===== src/rtl/instr_fetch.sv =====
// Instruction fetch unit: drives the instruction memory read port, absorbs its
// one-cycle read latency and streams {instr, pc} to decode through a 2-entry FIFO.
module instr_fetch #(
  parameter int INSTR_WIDTH = 32,
  parameter int DEPTH       = 256
) (
  input  logic                       clk,
  input  logic                       rst,
  input  logic                       start,
  input  logic [$clog2(DEPTH)-1:0]   start_pc,
  input  logic                       redirect_valid,
  input  logic [$clog2(DEPTH)-1:0]   redirect_pc,
  input  logic                       halt,
  output logic [$clog2(DEPTH)-1:0]   mem_rd_addr,
  input  logic [INSTR_WIDTH-1:0]     mem_rd_data,
  output logic                       instr_valid,
  input  logic                       instr_ready,
  output logic [INSTR_WIDTH-1:0]     instr_data,
  output logic [$clog2(DEPTH)-1:0]   instr_pc,
  output logic                       busy
);

  localparam int ADDR_W = $clog2(DEPTH);

  typedef enum logic {
    IDLE = 1'b0,
    RUN  = 1'b1
  } state_t;

  state_t state, state_nxt;

  // p0: fetch PC / read address; p1: read in flight; p2: output FIFO
  logic [ADDR_W-1:0]      pc_p0, pc_nxt;
  logic                   issue_p0;
  logic                   vld_p1;
  logic [ADDR_W-1:0]      rd_pc_p1;
  logic [1:0]             cnt_p2;
  logic [INSTR_WIDTH-1:0] fifo_data_p2 [2];
  logic [ADDR_W-1:0]      fifo_pc_p2   [2];

  logic                   pop;
  logic                   push;
  logic                   flush;
  logic                   wr_idx;
  logic [2:0]             occ;

  // DEPTH is a power of two, so natural ADDR_W-bit overflow gives the wrap.
  function automatic logic [ADDR_W-1:0] pc_inc(input logic [ADDR_W-1:0] pc);
    return pc + ADDR_W'(1);
  endfunction

  assign pop = (cnt_p2 != 2'd0) && instr_ready;

  // Occupancy the FIFO would reach if nothing new were issued this cycle.
  assign occ = 3'(cnt_p2) + 3'(vld_p1) - 3'(pop);

  always_comb begin
    state_nxt = state;
    pc_nxt    = pc_p0;
    issue_p0  = 1'b0;
    push      = 1'b0;
    flush     = 1'b0;
    case (state)
      IDLE: begin
        if (start) begin
          state_nxt = RUN;
          pc_nxt    = start_pc;
        end
      end
      RUN: begin
        if (halt) begin
          state_nxt = IDLE;
          flush     = 1'b1;
        end else if (redirect_valid) begin
          flush  = 1'b1;
          pc_nxt = redirect_pc;
        end else begin
          push = vld_p1;
          if (occ < 3'd2) begin
            issue_p0 = 1'b1;
            pc_nxt   = pc_inc(pc_p0);
          end
        end
      end
      default: state_nxt = IDLE;
    endcase
  end

  // Slot the captured word lands in, after this cycle's pop has been applied.
  assign wr_idx = (cnt_p2 == 2'd2) || ((cnt_p2 == 2'd1) && !pop);

  always_ff @(posedge clk) begin
    if (rst) begin
      state  <= IDLE;
      pc_p0  <= '0;
      vld_p1 <= 1'b0;
      cnt_p2 <= 2'd0;
    end else begin
      state  <= state_nxt;
      pc_p0  <= pc_nxt;
      vld_p1 <= issue_p0;
      if (flush) begin
        cnt_p2 <= 2'd0;
      end else begin
        cnt_p2 <= cnt_p2 - 2'(pop) + 2'(push);
      end
    end
  end

  always_ff @(posedge clk) begin
    if (issue_p0) begin
      rd_pc_p1 <= pc_p0;
    end
  end

  always_ff @(posedge clk) begin
    if (pop && (cnt_p2 == 2'd2)) begin
      fifo_data_p2[0] <= fifo_data_p2[1];
      fifo_pc_p2[0]   <= fifo_pc_p2[1];
    end
    if (push) begin
      fifo_data_p2[wr_idx] <= mem_rd_data;
      fifo_pc_p2[wr_idx]   <= rd_pc_p1;
    end
  end

  // Payload is masked while empty so it reads as zero out of reset and after flush.
  assign mem_rd_addr = pc_p0;
  assign instr_valid = (cnt_p2 != 2'd0);
  assign instr_data  = instr_valid ? fifo_data_p2[0] : '0;
  assign instr_pc    = instr_valid ? fifo_pc_p2[0]   : '0;
  assign busy        = (state == RUN);

endmodule


===== config.mk =====
export PLATFORM = sky130hd
export DESIGN_NAME = instr_fetch
export DESIGN_NICKNAME = d
export VERILOG_FILES = /design/src/rtl/instr_fetch.sv
export SDC_FILE = /design/constraint.sdc
export NUM_CORES = 1
export LEC_CHECK = 0
export BUFFER_PORTS_ARGS = -buffer_cell sky130_fd_sc_hd__buf_4
export CAP_MARGIN = 15
export CORE_UTILIZATION = 23
export CTS_BUF_LIST = sky130_fd_sc_hd__clkbuf_16
export CTS_CLUSTER_DIAMETER = 200
export DETAILED_ROUTE_END_ITERATION = 10
export GPL_TIMING_DRIVEN = 0
export PLACE_DENSITY_LB_ADDON = 0.1
export SLEW_MARGIN = 0
export SYNTH_ARGS = -nofsm -noshare
export SYNTH_HDL_FRONTEND = slang
export SYNTH_SLANG_ARGS = --single-unit

===== constraint.sdc =====
create_clock -name clk -period 2.8 [get_ports clk]
set_input_delay 0.56 -clock clk [delete_from_list [all_inputs] [get_ports clk]]
set_output_delay 0.56 -clock clk [all_outputs]
set_load 0.05 [all_outputs]

==> impl_metrics.yaml, run 1 <==
timing:
  skew_ps: 10.91
  fin_crit_ps: 2578
  fmax_mhz: 387.9
  max_slew_margin_pct: 51.57
  drv_slew: 0
  fin_tns_setup_ps: 0
  min_period_over_period_pct: 92.08
  rsz0062_at_grt: "false"
  worstMarginPinSlew_ps: 722.5
  hold_viol: 0
  final-setup-viol-count: 0
  hold_slack_ps: 397.1
cts:
  cts_buffer_depth: 2
  cts_buffers: 9
  root_buffer: "clkbuf_16"
  h-tree-depth: 3
  clk_pin_slew_ps: 70
  cts.sinks: 100
  cts_tree: "done"
  clock_latency_ps: 350
detailed_routing:
  routed_wl_um: 9343
  via_per_inst: 4.140
  vias: 2608
  firstDrtPassIters: 7
  ant_nets: 0
  drt_first_iter_violations: 185
  avgRoutedWirePerCell_um: 14.83
  drc: 16
floorplan:
  dieArea_mm2: 0.01915
  die_w_um: 138.4
  num_rows: 49
  core-area_mm2: 0.01809
  initial_core_util_pct: 23.65
  dieHeight_um: 138.4
  pin_count: 104
synthesis:
  synth_top_flop_cell: "edfxtp_1"
  ys_types: 46
  synth_warnings: 0
  synth_nets: 338
  yosys.area.top_type_share_pct: 61.77
  synthArstFlopShare_pct: 0
  synth_commonest_cells: "edfxtp_1, and2_1, mux2_1, dfxtp_1, nand2_1"
  synth_edf_count: 88
  ys_ff_latch: 100
  synth.avg_cell_area_um2: 15.22
  synth_area_mm2: 0.004278
  synth.area.top_cells: "edfxtp_1, mux2_1, and2_1"
  syn_inst: 281
  synth_most_common_cell: "edfxtp_1"
  seq_area_frac_synth_pct: 67.39
  synth_largest_area_cell: "edfxtp_1"
worst_setup_path:
  crit_path_cell_trace: "or2_1 > clkbuf_1 > clkbuf_2 > and2_1 > buf_4"
  critPathLaunchType: "register"
  critical-path-top-delay-family: "buffers and inverters"
  worstPathRequired_ps: 2240
  endpoint_kind: "output port"
  crit_cells: 5
  r2r_cells: 5
  slowest_stage: "dfxtp_1"
  crit_buf_inv: 3
  crit_fanout: 10
  critPathKind: "reg -> out"
  arrival_ps: 2020
  slowest_delay_ps: 520
global_route:
  grt_pass1_vias: 2625
  antenna_found_initial: 0
  grt_start_max_net_pins: 29
  track_usage_pct: 10.25
  grt_pass1_wl_um: 14940
  gr-total-overflow: 0
pwr:
  switching_share_pct: 22.55
  switchingPower_mw: 0.7052
  pwr-share-seq_pct: 52.8
  ir_worst_vdd_uv: 247.5
  leakagePower_nw: 2.123
  power.internal_mw: 2.421
  combPwrFrac_pct: 7.1
  clockPowerShare_pct: 40.1
  powerDensity_mw_per_mm2: 549.7
layout:
  regArea_mm2: 0.002883
  drive_gt1_share_pct: 34.91
  multi_input_area_mm2: 0.001309
  fin_cells: 630
  num-nets-final: 453
  n_fill_cell: 1815
  antenna_cells: 0
  area_delta_synth_final_pct: 32.96
outcome:
  outcome: "finished, violations left"
  violations: "DRC"
placement:
  io_buffers: 102
  place_hpwl_um: 6570
  gp_congestion: 0.7535
  dp.cells: 614
job:
  drv_cap: 0
worst_hold_path:
  holdPathStages: 1
  hp-class: "in -> reg"
cell usage in the layout, fill, tap and decap left out, drive strengths merged, types with 2 or more instances in the layout:
master,instances
inv,3
nand3,3
or2,2
clkinv,2
nor2,4
clkbuf,16
a311oi,3
ha,2
nand2,12
buf,111
and3,4
nor3,3
nor2b,2
nand2b,8
a21oi,5
mux2i,3
o221ai,2
and2,40
nand3b,2
nor4,2
clkinvlp,3
edfxtp,88
o21ai,5
mux2,40
o211ai,5
dfxtp,12
xor2,2
xnor2,3
final timing paths:
path | startpoint | slack [ps] | to
max reg2reg | cnt_p2[1] | 260 | rd_pc_p1[0]
max | cnt_p2[1] | 220 | instr_data[31]
min | mem_rd_data[29] | 400 | fifo_data_p2[1][29]
min reg2reg | rd_pc_p1[7] | 450 | fifo_pc_p2[1][7]
logic make-up after synthesis:
kind of cell	count (synthesis)	share of synthesized area, %
adders and majority gates	3	1.053
muxes	43	11.23
AOI/OAI and AO/OA	28	5.002
and+or+nand+nor	86	11.82
xor gates and xnor gates	5	1.199
DFF	100	67.39
buffers and inverters	16	2.311
registers in the layout, summed over array words and instances (netlist names):
name and count:
fifo_pc_p2 16, vld_p1 1, rd_pc_p1 8, cnt_p2 2
mem_rd_addr 8, fifo_data_p2 64, busy 1
area by class of cell:
cell class | instances | share of cell area (%)
plain buffers | 14 | 1.694
clock buffers | 9 | 3.960
clock inverters | 7 | 1.320
inverters | 2 | 0.1320
multi-input cells | 165 | 23.01
flip-flops and latches | 100 | 50.68
well taps | 229 | 5.037
repair buffers | 104 | 14.17
power by group through the flow:
stage,sequential (mW),clock (mW),combinational [mW]
finish,1.65,1.25,0.222
global route,1.65,1.36,0.241
CTS,1.65,1.31,0.225
detailed placement,1.68,0,0.224
global placement,1.68,0,0.223
floorplan,1.72,0,0.0740
metal layers:
metal | part of all wire, % | routed length (um) | vias up | track usage, %
met5 | 0 | 0 | - | 0
met4 | 1.8 | 169 | 0 | 5.145
met3 | 7.1 | 660 | 11 | 2.944
met2 | 44 | 4140 | 92 | 14.85
met1 | 47 | 4373 | 1223 | 13.90
li1 | - | - | 1282 | -
worst reg2reg max path, cell delays in order (launching register included):
cell	delay, ps
dfxtp_1	520
and3_1	280
o21ai_0	120
fa_1	420
xor2_2	210
nor3_2	630
what timing repair did:
action / 4_1_cts / 5_1_grt
hold buffers: 0 / 0
gates resized for setup: 1 / 8
setup endpoints to repair: 9 / 39
setup buffers: 0 / 0
stage by stage:
step	cell area, um^2	utilization (%)	setup WS [ps]	power [mW]
6_report	5688	31.45	221.8	3.127
5_1_grt	5688	31.45	62.84	3.251
4_1_cts	5683	31.42	4.025	3.181
3_5_place_dp	5378	29.73	-280.8	1.907
3_3_place_gp	5333	29.48	-785.9	1.907
2_1_floorplan	4280	-	133.8	1.794
Note: power is estimated with default switching activity, not from simulation.
==> inputs of run 2 (changes only) <==
--- a/config.mk
+++ b/config.mk
@@ -13,6 +13,7 @@
 export DETAILED_ROUTE_END_ITERATION = 10
 export GPL_TIMING_DRIVEN = 0
 export PLACE_DENSITY_LB_ADDON = 0.1
+export REMOVE_ABC_BUFFERS = 1
 export SLEW_MARGIN = 0
 export SYNTH_ARGS = -nofsm -noshare
 export SYNTH_HDL_FRONTEND = slang
==> run 2 against run 1 <==
Compared with the run above:
- the run still ends with DRC left
- design area decreased by 0.95%
- clock power is essentially flat
- critical endpoint is now instr_data[21]
- sequential cell count unchanged
- first-iteration DRC count shrank 30%
- largest power group unchanged
- wire length up 0.34%
- clock skew is 3.7 ps lower
- final cell count decreased by 1.4%
- utilization decreased by 0.30 points
- power decreased by 0.69%
==> impl_metrics.yaml, run 2 (synthesized netlist as in run 1, its figures left out) <==
detailed_routing:
  via_per_inst: 4.172
  drt_first_iter_violations: 129
  routed_wl_um: 9375
  drc: 16
  firstDrtPassIters: 7
  avgRoutedWirePerCell_um: 15.10
  vias: 2591
  ant_nets: 0
pwr:
  leakagePower_nw: 2.105
  pwr-share-seq_pct: 53.3
  ir_worst_vdd_uv: 265.6
  power.internal_mw: 2.414
  powerDensity_mw_per_mm2: 551.1
  clockPowerShare_pct: 39.8
  switching_share_pct: 22.27
  combPwrFrac_pct: 6.9
  switchingPower_mw: 0.6915
cts:
  cts_buffer_depth: 2
  clock_latency_ps: 340
  ctsResizeCount: 0
  cts_tree: "done"
  clk_pin_slew_ps: 70
  root_buffer: "clkbuf_16"
  h-tree-depth: 3
  cts.sinks: 100
  cts_buffers: 9
timing:
  setup_ws_ps: 229.4
  fin_crit_ps: 2571
  worstMarginPinSlew_ps: 768.2
  final-setup-viol-count: 0
  drv_slew: 0
  skew_ps: 7.192
  max_slew_margin_pct: 48.78
  fmax_mhz: 389.0
  hold_viol: 0
  rsz0062_at_grt: "false"
  min_period_over_period_pct: 91.81
global_route:
  track_usage_pct: 10.19
  grt_pass1_wl_um: 15030
  grt_start_max_net_pins: 44
  antenna_found_initial: 0
  gr-total-overflow: 0
  grt_pass1_vias: 2763
worst_setup_path:
  rr_startpoint: "cnt_p2[1]"
  endpoint: "instr_data[21]"
  critPathLaunchType: "register"
  crit_fanout: 43
  r2r_end: "mem_rd_addr[6]"
  critPathKind: "reg -> out"
  arrival_ps: 2010
  rrSetupSlack_ps: 350
  endpoint_kind: "output port"
  r2r_cells: 7
  worstPathRequired_ps: 2240
  startpoint: "cnt_p2[1]"
floorplan:
  die_w_um: 138.4
  pin_count: 104
  dieArea_mm2: 0.01915
  initial_core_util_pct: 23.65
  num_rows: 49
  dieHeight_um: 138.4
  core-area_mm2: 0.01809
layout:
  reg_top3: "fifo_data_p2 (64), fifo_pc_p2 (16)"
  antenna_cells: 0
  num-nets-final: 444
  largest_reg_flops: 64
  final_core_util_pct: 31.15
  final_common_cell: "buf_4"
  fin_cells: 621
  final_cell_mix: "buf_4, edfxtp_1, and2_1, mux2_1"
  drive_gt1_share_pct: 33.93
  max_flop_register: "fifo_data_p2"
  area_delta_synth_final_pct: 31.71
outcome:
  violations: "DRC"
  outcome: "finished, violations left"
placement:
  place_hpwl_um: 6289
  dp.cells: 603
  pre_cts_ws_ps: -231.5
  io_buffers: 103
  gp_congestion: 0.7638
job:
  drv_cap: 0
worst_hold_path:
  hp-class: "in -> reg"
-- run 2: changes by cell type in the layout (fill, tap and decap cells not counted), moves of 2 or more --
cell and delta:
clkbuf_1 -3, clkinvlp_4 -2, clkbuf_2 -4, buf_6 -4
-- run 2: worst min path at each step --
stage / start / to / slack, ps / cells after the start
2_1_floorplan: rd_pc_p1[0] / fifo_pc_p2[1][0] / 420 / 0
3_3_place_gp: rd_pc_p1[5] / fifo_pc_p2[1][5] / 430 / 0
3_5_place_dp: rd_pc_p1[4] / fifo_pc_p2[1][4] / 440 / 0
4_1_cts: mem_rd_data[13] / fifo_data_p2[1][13] / 380 / 1
5_1_grt: mem_rd_data[13] / fifo_data_p2[1][13] / 380 / 1
6_report: mem_rd_data[13] / fifo_data_p2[1][13] / 400 / 1
-- run 2: critical path: stages, from the launching register on --
cell,delay [ps]
dfxtp_1,510
or2_2,680
and2_1,250
buf_4,200
-- run 2: power by group through the flow --
stage / Clock, mW / Combinational [mW] / Sequential, mW
2_1_floorplan: 0 / 0.0643 / 1.72
3_3_place_gp: 0 / 0.212 / 1.69
3_5_place_dp: 0 / 0.216 / 1.69
4_1_cts: 1.30 / 0.217 / 1.65
5_1_grt: 1.34 / 0.231 / 1.66
6_report: 1.24 / 0.215 / 1.65
-- run 2: metrics by stage --
step | area (um^2) | total power [mW] | TNS [ps] | hold WS, ps
2_1_floorplan | 4187 | 1.787 | -130820 | 422.2
3_3_place_gp | 5246 | 1.901 | -330720 | 433.0
3_5_place_dp | 5326 | 1.904 | -6166 | 438.0
4_1_cts | 5634 | 3.169 | 0 | 376.8
5_1_grt | 5634 | 3.230 | 0 | 380.8
6_report | 5634 | 3.105 | 0 | 397.3
-- run 2: area by class of cell --
type	instances	area, um^2
Clock inverter	7	67.56
Tap cell	229	286.5
Timing Repair Buffer	109	853.3
Multi-Input combinational cell	165	1311
Fill cell	1813	12450
Sequential cell	100	2883
Clock buffer	9	225.2
Inverter	2	7.507
-- run 2: timing repair --
action,4_1_cts,5_1_grt
hold buffers,0,0
hold endpoints to repair,0,0
endpoints found under the setup margin,35,0
buffers inserted,2,0
-- run 2: per-layer routing --
metal / vias to the layer above / GRT usage, % / part of all wire (%)
li1: 1260 / - / -
met1: 1238 / 12.93 / 46
met2: 84 / 16.03 / 46
met3: 9 / 2.771 / 6.2
met4: 0 / 4.967 / 1.7
met5: - / 0 / 0
